$ cat config.mk
export PLATFORM = sky130hd
export DESIGN_NAME = period_meter
export DESIGN_NICKNAME = d
export VERILOG_FILES = /design/src/rtl/period_meter.sv
export SDC_FILE = /design/constraint.sdc
export NUM_CORES = 1
export LEC_CHECK = 0
export BUFFER_PORTS_ARGS = -buffer_cell sky130_fd_sc_hd__buf_2
export CAP_MARGIN = 20
export CORE_MARGIN = 8
export CORE_UTILIZATION = 39
export DETAILED_ROUTE_END_ITERATION = 10
export PLACE_DENSITY = 0.56
export SETUP_SLACK_MARGIN = 0.05
export SYNTH_ARGS = -nofsm -noshare
export SYNTH_HDL_FRONTEND = slang
export SYNTH_SLANG_ARGS = --single-unit
$ cat constraint.sdc
create_clock -name clk_in -period 3.6 [get_ports clk_in]
set_clock_uncertainty 0.15 [all_clocks]
set_input_delay 0.36 -clock clk_in [delete_from_list [all_inputs] [get_ports clk_in]]
set_output_delay 0.36 -clock clk_in [all_outputs]
set_load 0.1 [all_outputs]
$ cat src/rtl/period_meter.sv
// Period / high-time meter: synchronizes a slow input, measures clk_in cycles
// between consecutive rising edges and how long the input stayed high.
module period_meter #(
  parameter int COUNT_W = 24,
  parameter int TIMEOUT = 16777215
) (
  input  logic               clk_in,
  input  logic               rst,
  input  logic               sig_in,
  input  logic               enable,
  output logic [COUNT_W-1:0] period,
  output logic [COUNT_W-1:0] high_time,
  output logic               period_valid,
  output logic               timeout,
  output logic               busy
);

  localparam logic [COUNT_W-1:0] TIMEOUT_CNT = COUNT_W'(TIMEOUT);
  localparam logic [COUNT_W-1:0] CNT_ONE     = COUNT_W'(1);

  typedef enum logic [1:0] {
    IDLE    = 2'd0,
    ARM     = 2'd1,
    MEASURE = 2'd2
  } state_t;

  state_t             state_reg, state_next;
  logic               s1_reg, s2_reg, s3_reg;
  logic [1:0]         fill_reg;
  logic               seen_low_reg;
  logic [COUNT_W-1:0] cnt_reg, cnt_next;
  logic [COUNT_W-1:0] hi_lat_reg, hi_lat_next;
  logic [COUNT_W-1:0] period_reg, period_next;
  logic [COUNT_W-1:0] high_time_reg, high_time_next;
  logic               valid_reg, valid_next;
  logic               timeout_reg, timeout_next;
  logic               busy_reg, busy_next;
  logic               rise, fall;

  // A rise only counts once a genuine low has passed through the synchronizer,
  // so an input already high when reset is released is not taken as an edge.
  assign rise = s2_reg & ~s3_reg & seen_low_reg;
  assign fall = ~s2_reg & s3_reg;

  always_ff @(posedge clk_in or posedge rst) begin
    if (rst) begin
      s1_reg        <= 1'b0;
      s2_reg        <= 1'b0;
      s3_reg        <= 1'b0;
      fill_reg      <= 2'd0;
      seen_low_reg  <= 1'b0;
      state_reg     <= IDLE;
      cnt_reg       <= '0;
      hi_lat_reg    <= '0;
      period_reg    <= '0;
      high_time_reg <= '0;
      valid_reg     <= 1'b0;
      timeout_reg   <= 1'b0;
      busy_reg      <= 1'b0;
    end else begin
      s1_reg <= sig_in;
      s2_reg <= s1_reg;
      s3_reg <= s2_reg;
      if (fill_reg != 2'd2) begin
        fill_reg <= fill_reg + 2'd1;
      end
      // s2 holds a real sample of sig_in only after two edges since reset
      if (fill_reg == 2'd2 && !s2_reg) begin
        seen_low_reg <= 1'b1;
      end
      state_reg     <= state_next;
      cnt_reg       <= cnt_next;
      hi_lat_reg    <= hi_lat_next;
      period_reg    <= period_next;
      high_time_reg <= high_time_next;
      valid_reg     <= valid_next;
      timeout_reg   <= timeout_next;
      busy_reg      <= busy_next;
    end
  end

  always_comb begin
    state_next     = state_reg;
    cnt_next       = cnt_reg;
    hi_lat_next    = hi_lat_reg;
    period_next    = period_reg;
    high_time_next = high_time_reg;
    valid_next     = 1'b0;
    timeout_next   = timeout_reg;

    if (!enable) begin
      state_next  = IDLE;
      cnt_next    = '0;
      hi_lat_next = '0;
    end else begin
      case (state_reg)
        IDLE: begin
          state_next = ARM;
        end
        ARM: begin
          if (rise) begin
            state_next  = MEASURE;
            cnt_next    = CNT_ONE;
            hi_lat_next = '0;
          end
        end
        MEASURE: begin
          // A rise on the timeout cycle is still a valid measurement
          if (rise) begin
            period_next    = cnt_reg;
            high_time_next = hi_lat_reg;
            valid_next     = 1'b1;
            timeout_next   = 1'b0;
            cnt_next       = CNT_ONE;
            hi_lat_next    = '0;
          end else if (cnt_reg == TIMEOUT_CNT) begin
            timeout_next = 1'b1;
            state_next   = ARM;
            cnt_next     = '0;
            hi_lat_next  = '0;
          end else begin
            cnt_next = cnt_reg + CNT_ONE;
            if (fall) begin
              hi_lat_next = cnt_reg;
            end
          end
        end
        default: begin
          state_next  = IDLE;
          cnt_next    = '0;
          hi_lat_next = '0;
        end
      endcase
    end

    busy_next = (state_next != IDLE);
  end

  assign period       = period_reg;
  assign high_time    = high_time_reg;
  assign period_valid = valid_reg;
  assign timeout      = timeout_reg;
  assign busy         = busy_reg;

endmodule

# After elaboration in Yosys (flattened, before gate mapping)
# Cells that the tools add are included.
# totals
mem_count	0
regBits	107
ramBits	0
romBits	0
inputBits	4
latch_bits	0
# classes
n_reduce_logical	9
n_addsub	2
n_shift	0
n_div	0
multipliers	0
bitwise_logic	5
eq_ne	8
muxes	21
order_cmp	0
# op_table
cell	count
2-to-1 mux 24 bit	9
case mux 24 bit (3 select lines)	2
adder 24 x 1 -> 24 bit, second input constant	1
== test 24 bit, second input constant	1
AND reduction 3 bit	3
2-to-1 mux 2 bit	4
case mux 2 bit (3 select lines)	1
2-to-1 mux 1 bit	5
inequality test 5 bit, second input constant	1
== test 2 bit, second input constant	2
inequality test 2 bit, second input constant	2
nonzero test 2 bit	2
bitwise AND 1 bit	3
inequality test 3 bit, second input constant	1
adder 2 x 1 -> 2 bit, second input constant	1
== test 2 x 1 -> 1 bit, second input constant	1
logical NOT 2 bit	1
inverter 1 bit	2
AND reduction 2 bit	1
logical AND 1 bit	1
logical NOT 1 bit	1

# Logic depth before layout (Yosys ltp)
# Gate-level depths: netlist of run 1.
# depth
ltp_word	7
ltp_mapped	8
mapped_depth_nobuf	7

# Worst setup path after synthesis of run 1
# OpenSTA, ideal clock, no wires.
# synth_path
path_kind	register to register
from	reg cnt_reg[0]
to	reg cnt_reg[22]
stages_incl_launch_ff	8
period_less_slack_ps	2290
n_path_buf	1
path_slack_ps	1310
setup_time_ps	87
arrival_ps	2053
path_cell_list	dfrtp_1 -> ha_1 -> and4_1 -> nand3_1 -> buf_2 -> or3_4 -> or4_1 -> a22oi_1
# synth_via
elab_chain_cells	5
# synth_lines
element	line_no	rtl
from (decl)	31	logic [COUNT_W-1:0] cnt_reg, cnt_next;
from (signal assigned)	72	cnt_reg <= cnt_next;
adder 24 x 1 -> 24 bit / == test 24 bit (equally long branches)	122, 116	
2-to-1 mux 24 bit *	116	end else if (cnt_reg == TIMEOUT_CNT) begin
2-to-1 mux 24 bit *	109	if (rise) begin
case mux 24 bit (3 select lines) *	96	case (state_reg)
2-to-1 mux 24 bit *	91	if (!enable) begin
# Every way passes the cells marked *; elsewhere a longest branch is shown, timed or not.
# A chain may end at the register's enable or synchronous reset.

# Worst setup path after layout of run 1
# layout_path
from	reg state_reg[0]
to	reg cnt_reg[22]
# layout_via
elab_chain_cells	3
# layout_lines
element	line_no	rtl
from (decl)	27	state_t state_reg, state_next;
from (signal assigned)	71	state_reg <= state_next;
== test 2 bit (tied with other cells)	96	
case mux 24 bit (3 select lines) (tied with other cells)	96	
2-to-1 mux 24 bit / AND reduction 2 bit (equally long branches)	-	
# Several ways; a longest one is shown, not always the timed one.

==> flow_summary_export.csv, run 1 <==
group,metric,value,unit
outcome,outcome,"finished clean",
critical_path,path_class,"reg -> reg",
final_layout,layout_commonest_cell,"dfrtp_1",
logic_synthesis,ys_warn_count,0,
place,portBuffers,54,
timing,slew_headroom,45.07,%
place,globalplace.congestion,0.7830,
place,place_area,0.005027,mm²
logic_synthesis,netlist_area,0.004602,mm²
critical_path,worstSetupStartpointType,"flop",
timing,fin_crit_sh,76.85,%
timing,hold_ws,216.7,ps
timing,fmax,361.4,MHz
clock_tree,cts_resized,0,
floorplan,die-area,0.01553,mm²
global_routing,grt_pass1_vias,3125,
pwr,p_int,1.803,mW
clock_tree,worstSkewPairLatency,340,ps
logic_synthesis,synth_top_family_by_area,"compound AO/OA/AOI/OAI gates",
timing,maxSlewViolCount,0,
logic_synthesis,synth-edff-count,0,
timing,timing.final.ws_setup,833.2,ps
logic_synthesis,async_reset_ff_share,100.0,%
final_layout,fin_area,0.005393,mm²
route,dr.pass1.iters,4,
final_layout,seq_area,0.002678,mm²
timing,setup_viol,0,
logic_synthesis,synth-xor-area-share,0.5710,%
timing,min_period,2767,ps
logic_synthesis,ys_seq_area_share,58.18,%
final_layout,multiInputGateArea,0.001803,mm²
logic_synthesis,ys_types,54,
logic_synthesis,synthesis.instances,367,
pwr,p_sw_share,21.49,%
final_layout,n_antenna_cell,0,
pwr,power_frac_seq,52.6,%
place,post-dp-hpwl,6342,µm
logic_synthesis,synth_adder_area_share,1.631,%
pwr,p_leak,2.671,nW
clock_tree,cts_tree,"done",
floorplan,initial_core_util,40.13,%
logic_synthesis,avgSynthCellArea,12.54,µm²
final_layout,nNetsFinal,431,
min_path,hold_path.class,"reg -> reg",
logic_synthesis,synth_nets,377,
route,vias,3108,
pwr,power_frac_comb,4.4,%
final_layout,layout_common_cells,"dfrtp_1 (107), buf_2 (54), mux2_2 (48)",
clock_tree,cts_root_buffer,"clkbuf_16",
clock_tree,path_clk_slew,70,ps
critical_path,required,3700,ps
pwr,clkPwrFrac,43.0,%
floorplan,core,0.01147,mm²
floorplan,die_h,124.6,µm
clock_tree,clock-sinks,107,
logic_synthesis,muxShareOfSynthArea,12.40,%
route,drt_iter0_drc,262,
pwr,switchingPower,0.4936,mW
critical_path,reg2reg_slack,830,ps
logic_synthesis,synth_ff_type,"dfrtp_1",
clock_tree,h-tree-depth,3,
global_routing,overflow,0,
logic_synthesis,yosys.area_share.simple,11.31,%
pwr,p_total,2.296,mW
critical_path,cp_data_arrival_time,2860,ps
final_layout,area_growth_syn_to_layout,17.18,%
logic_synthesis,synth-compound-area-share,12.83,%
logic_synthesis,ys_ff_latch,107,
floorplan,io_pins,55,
route,postRouteAntennaNets,0,
final_layout,fill_cells,1037,
floorplan,die_x,124.6,µm
pwr,p_per_area,425.8,mW/mm²
timing,setup_tns,0,ps
timing,worst_pin_slew,822.1,ps
timing,grt_setup_unrepaired,"false",
timing,hold_violations,0,
route,drc,0,
global_routing,grt_max_degree,85,
floorplan,fp-row-count,39,
run,cap_violations,0,
route,viasPerCell,5.472,
global_routing,grt_pass1_wl,16240,µm
pwr,ir_worst_vdd,0.2541,mV
final_layout,drive_gt1_share,33.18,%
clock_tree,post-cts-setup-buffers,0,
place,dp_slack,883.3,ps
route,routed_wl,9488,µm
clock_tree,clockBufferDepth,2,
critical_path,endpoint_kind,"flop",
critical_path,cp_max_fo,16,
clock_tree,numCtsBuffers,9,
global_routing,antenna_found_initial,0,
route,routedWlPerCell,16.70,µm
global_routing,gr-usage-all-layers,12.50,%
==> power by group through the flow <==
| stage | Sequential (mW) | Clock [mW] | Combinational [mW] |
|---|---|---|---|
| floorplan | 1.24 | 0 | 0.0601 |
| global placement | 1.23 | 0 | 0.0920 |
| detailed placement | 1.23 | 0 | 0.0929 |
| CTS | 1.21 | 1.02 | 0.0937 |
| global route | 1.21 | 1.07 | 0.112 |
| finish | 1.21 | 0.987 | 0.100 |
==> Yosys cell counts, types with 6 or more instances <==
cell type / n / area share, %
inv_1: 10 / 0.82
nor3_1: 7 / 0.76
a21oi_1: 6 / 0.65
a31oi_1: 17 / 2.3
a22o_1: 26 / 4.9
clkbuf_1: 13 / 1.1
nand2_1: 18 / 1.5
o21ai_0: 12 / 1.3
dfrtp_1: 107 / 58
nor2_1: 17 / 1.4
ha_1: 6 / 1.6
mux2_2: 48 / 12
nand3_1: 6 / 0.65
==> per-stage QoR <==
| step | utilization, % | std cells |
|---|---|---|
| global route | 47.03 | 568 |
| CTS | 46.57 | 565 |
| detailed placement | 43.84 | 549 |
| floorplan | - | 367 |
| global placement | 43.84 | 549 |
| finish | 47.03 | 568 |
==> routing by layer <==
layer  routed length, µm  GRT usage (%)  vias to the layer above
met3                 358          3.319                        6
met5                   0              0                        -
met1                4656          17.08                     1585
li1                    -              -                     1467
met4                  85          3.756                        0
met2                4388          18.92                       50
==> logic make-up (layout without fill, tap and decap cells) <==
logic type / Yosys count / after routing
flip-flops: 107 / 107
XOR/XNOR: 3 / 3
adder cells (fa/ha/maj): 6 / 6
AND/OR/NAND/NOR: 89 / 89
AO/OA/AOI/OAI: 80 / 80
multiplexers: 51 / 51
buffers and inverters: 31 / 89
==> final cells by class <==
| cell class | instances | area share [%] |
|---|---|---|
| timing repair buffer | 64 | 7.239 |
| inverter | 10 | 0.7425 |
| tap | 143 | 3.318 |
| multi-input combinational | 229 | 33.43 |
| sequential | 107 | 49.65 |
| clock buffer | 11 | 4.687 |
| clock inverter | 4 | 0.9281 |
==> path summary, 6_finish.rpt <==
path,start,endpoint,cells after the start
worst max-delay path,state_reg[0]$_DFF_PP0_,cnt_reg[22]$_DFFE_PP0P_,7
worst min-delay path,s1_reg$_DFF_PP0_,s2_reg$_DFF_PP0_,0
worst max register to register,state_reg[0]$_DFF_PP0_,cnt_reg[22]$_DFFE_PP0P_,7
worst min register to register,s1_reg$_DFF_PP0_,s2_reg$_DFF_PP0_,0
max in group asynchronous,rst,cnt_reg[2]$_DFFE_PP0P_,5
min in group asynchronous,rst,hi_lat_reg[13]$_DFFE_PP0P_,3
==> repair_timing <==
item	in CTS	in global routing
hold endpoints to repair	1	7
endpoints found under the setup margin	0	0
hold buffers	1	1
==> critical path, cell delays in order, from the launching register on <==
cell	delay [ps]
dfrtp_1	400
inv_1	110
ha_1	280
nand2_1	210
nor3b_2	470
o31ai_4	280
or4_1	550
a22oi_1	220
Note: power is estimated with default switching activity, not from simulation.
==> run 2: changes to the inputs <==
Settings changed: ABC_AREA set to 1.
Clock period 3.6 ns to 2.7 ns, I/O delays scaled along.
==> run 2 against run 1 <==
Compared with the run above: die area is 8.2% higher; utilization is 1.4 points lower; synthesized cell count is 66% higher; synthesized area is 9.5% higher; via count is 29% higher; combinational power is 60% higher; global-route usage is 2.0 points higher; maximum frequency is 24% higher; critical endpoint is now hi_lat_reg[15]$_DFFE_PP0P_; largest power group unchanged.
==> flow_summary_export.csv, run 2 <==
group,metric,value,unit
place,place_area,0.005444,mm²
timing,setup_viol,0,
outcome,outcome,"finished clean",
critical_path,cp_slowest_stage_delay,420,ps
floorplan,core,0.01262,mm²
logic_synthesis,ys_ff_latch,107,
logic_synthesis,ys_warn_count,0,
global_routing,antenna_found_initial,0,
logic_synthesis,synthesis.instances,611,
critical_path,critPathTopFamily,"simple AND/OR/NAND/NOR gates",
logic_synthesis,ys_seq_area_share,53.15,%
clock_tree,clock-sinks,107,
floorplan,die_x,129.7,µm
critical_path,cp_slowest_cell,"nand2_4",
logic_synthesis,avgSynthCellArea,8.244,µm²
logic_synthesis,synth.most_common_cell,"nand2_1",
critical_path,worstReg2RegStart,"s3_reg$_DFF_PP0_",
final_layout,fin_area,0.005758,mm²
critical_path,cp.depth,8,
clock_tree,worstSkewPairLatency,340,ps
logic_synthesis,synth_commonest_cells,"nand2_1 (220), dfrtp_1 (107), nor2_1 (65), inv_1 (51), nand4_1 (37)",
clock_tree,clockBufferDepth,2,
logic_synthesis,synth_area_leaders,"dfrtp_1 (53%), nand2_1 (16%), nor2_1 (4.8%), nand4_1 (4.6%), inv_1 (3.8%)",
clock_tree,h-tree-depth,3,
min_path,hold_path.class,"in -> reg",
place,post-dp-hpwl,8144,µm
critical_path,cp_max_fo,44,
critical_path,path_class,"reg -> reg",
pwr,p_per_area,524.8,mW/mm²
final_layout,fin_cells,835,
final_layout,area_growth_syn_to_layout,14.31,%
timing,hold_violations,0,
critical_path,r2r.worst_path.cells,8,
place,portBuffers,54,
critical_path,crit_path_end,"hi_lat_reg[15]$_DFFE_PP0P_",
final_layout,layout_common_cells,"nand2_1 (220), dfrtp_1 (107), nor2_1 (65)",
critical_path,worstSetupStartpointType,"flop",
floorplan,initial_core_util,39.92,%
clock_tree,numCtsBuffers,9,
floorplan,die-area,0.01681,mm²
timing,worst_pin_slew,627.7,ps
final_layout,nNetsFinal,669,
logic_synthesis,async_reset_ff_share,100.0,%
logic_synthesis,synth_ff_type,"dfrtp_1",
logic_synthesis,ys_types,32,
global_routing,overflow,0,
logic_synthesis,synth_top_area_share,53.15,%
route,drc,0,
route,routed_wl,11530,µm
final_layout,n_antenna_cell,0,
logic_synthesis,synth-edff-count,0,
timing,setup_tns,0,ps
clock_tree,cts_root_buffer,"clkbuf_16",
logic_synthesis,netlist_area,0.005037,mm²
floorplan,io_pins,55,
logic_synthesis,synth_nets,621,
pwr,ir_worst_vdd,0.2779,mV
critical_path,path_cells,"inv_1 > nand3_2 > nand2_1 > nand2_1 > nand2_4 > nand2_4 > nand2_1 > nand2_1",
final_layout,layout_commonest_cell,"nand2_1",
timing,fmax,449.3,MHz
critical_path,rr_endpoint,"hi_lat_reg[15]$_DFFE_PP0P_",
global_routing,grt_max_degree,83,
route,vias,4012,
final_layout,fill_cells,1294,
floorplan,die_h,129.7,µm
timing,grt_setup_unrepaired,"false",
timing,min_period,2225,ps
global_routing,gr-usage-all-layers,14.53,%
route,postRouteAntennaNets,0,
place,globalplace.congestion,0.8629,
clock_tree,cts_tree,"done",
global_routing,grt_pass1_vias,3828,
critical_path,crit_top_cell,"nand2_1",
global_routing,grt_pass1_wl,19600,µm
place,dp_slack,257.7,ps
run,cap_violations,0,
timing,fin_crit_sh,82.43,%
final_layout,drive_gt1_share,15.08,%
pwr,p_leak,2.985,nW
place,placedCellCount,817,
timing,maxSlewViolCount,0,
clock_tree,path_clk_slew,70,ps
critical_path,startpoint,"s3_reg$_DFF_PP0_",
critical_path,cp_data_arrival_time,2300,ps
route,drt_iter0_drc,252,
critical_path,reg2reg_slack,470,ps
route,dr.pass1.iters,4,
floorplan,fp-row-count,41,
clock_tree,cts_resized,0,
critical_path,crit_buf_inv,1,
route,routedWlPerCell,13.81,µm
route,viasPerCell,4.805,
critical_path,endpoint_kind,"flop",
timing,slew_headroom,58.04,%
logic_synthesis,yosys.area.top_type,"dfrtp_1",
critical_path,required,2780,ps
timing,timing.final.ws_setup,474.5,ps
-- run 2: changes by cell type in the layout (fill, tap and decap cells not counted), moves of 17 or more --
cell,previous run,this run
nand2_1,18,220
mux2_2,48,0
nand4_1,4,37
nand3_1,6,24
a31oi_1,17,0
a22o_1,26,0
inv_1,9,50
nor2_1,16,65
-- run 2: report_power, final --
part           internal (mW)  switching (mW)
sequential              1.61         0.00543
combinational         0.0307           0.129
clock                  0.676           0.571
total                   2.32           0.706
-- run 2: per-layer routing --
| layer | vias to the layer above | share of wire (%) | global-route usage [%] |
|---|---|---|---|
| li1 | 2039 | - | - |
| met1 | 1891 | 49 | 20.41 |
| met2 | 71 | 44 | 21.62 |
| met3 | 11 | 5.1 | 2.958 |
| met4 | 0 | 1.2 | 5.328 |
| met5 | - | 0 | 0 |
-- run 2: cell families (layout without fill, tap and decap cells) --
logic type	count (synthesis)	count (layout)	share of synthesized area (%)
simple gates	374	374	32.99
flops	107	107	53.15
buf+inv	78	130	6.855
compound gates	40	40	4.471
fa+ha+maj	6	6	1.490
xor+xnor	6	6	1.043
-- run 2: area by class of cell --
cell class | count | area [µm²] | share of cell area, %
clock inverter | 3 | 22.52 | 0.3911
inverter | 54 | 211.5 | 3.672
tap | 172 | 215.2 | 3.738
multi-input combinational | 426 | 2014 | 34.98
timing repair buffer | 61 | 360.3 | 6.258
clock buffer | 12 | 256.5 | 4.455
sequential | 107 | 2678 | 46.50
-- run 2: worst min-delay path by stage --
| stage | start | to | slack, ps | cells after the start |
|---|---|---|---|---|
| 3_5_place_dp | s1_reg$_DFF_PP0_ | s2_reg$_DFF_PP0_ | 190 | 0 |
| 5_1_grt | enable | cnt_reg[6]$_DFFE_PP0P_ | 190 | 3 |
| 6_report | enable | cnt_reg[6]$_DFFE_PP0P_ | 160 | 3 |
| 3_3_place_gp | s1_reg$_DFF_PP0_ | s2_reg$_DFF_PP0_ | 190 | 0 |
| 4_1_cts | enable | cnt_reg[6]$_DFFE_PP0P_ | 150 | 3 |
| 2_1_floorplan | sig_in | s1_reg$_DFF_PP0_ | 150 | 0 |
-- run 2: timing repair --
item	in CTS	in global routing
buffers inserted	0	0
hold buffers	2	0
hold endpoints to repair	26	0
-- run 2: through the flow --
step	hold WS [ps]	utilization (%)	power (mW)
2_1_floorplan	151.4	-	1.779
3_3_place_gp	188.3	43.14	1.803
3_5_place_dp	185.5	43.14	1.804
4_1_cts	152.9	45.51	3.058
5_1_grt	185.8	45.63	3.135
6_report	160.4	45.63	3.022
-- run 2: worst register-to-register path, cell delays in order, from the launching register on --
cell     delay (ps)
dfrtp_1         360
inv_1           120
nand3_2         310
nand2_1         180
nand2_1         120
nand2_4         420
nand2_4         280
nand2_1         140
nand2_1          50
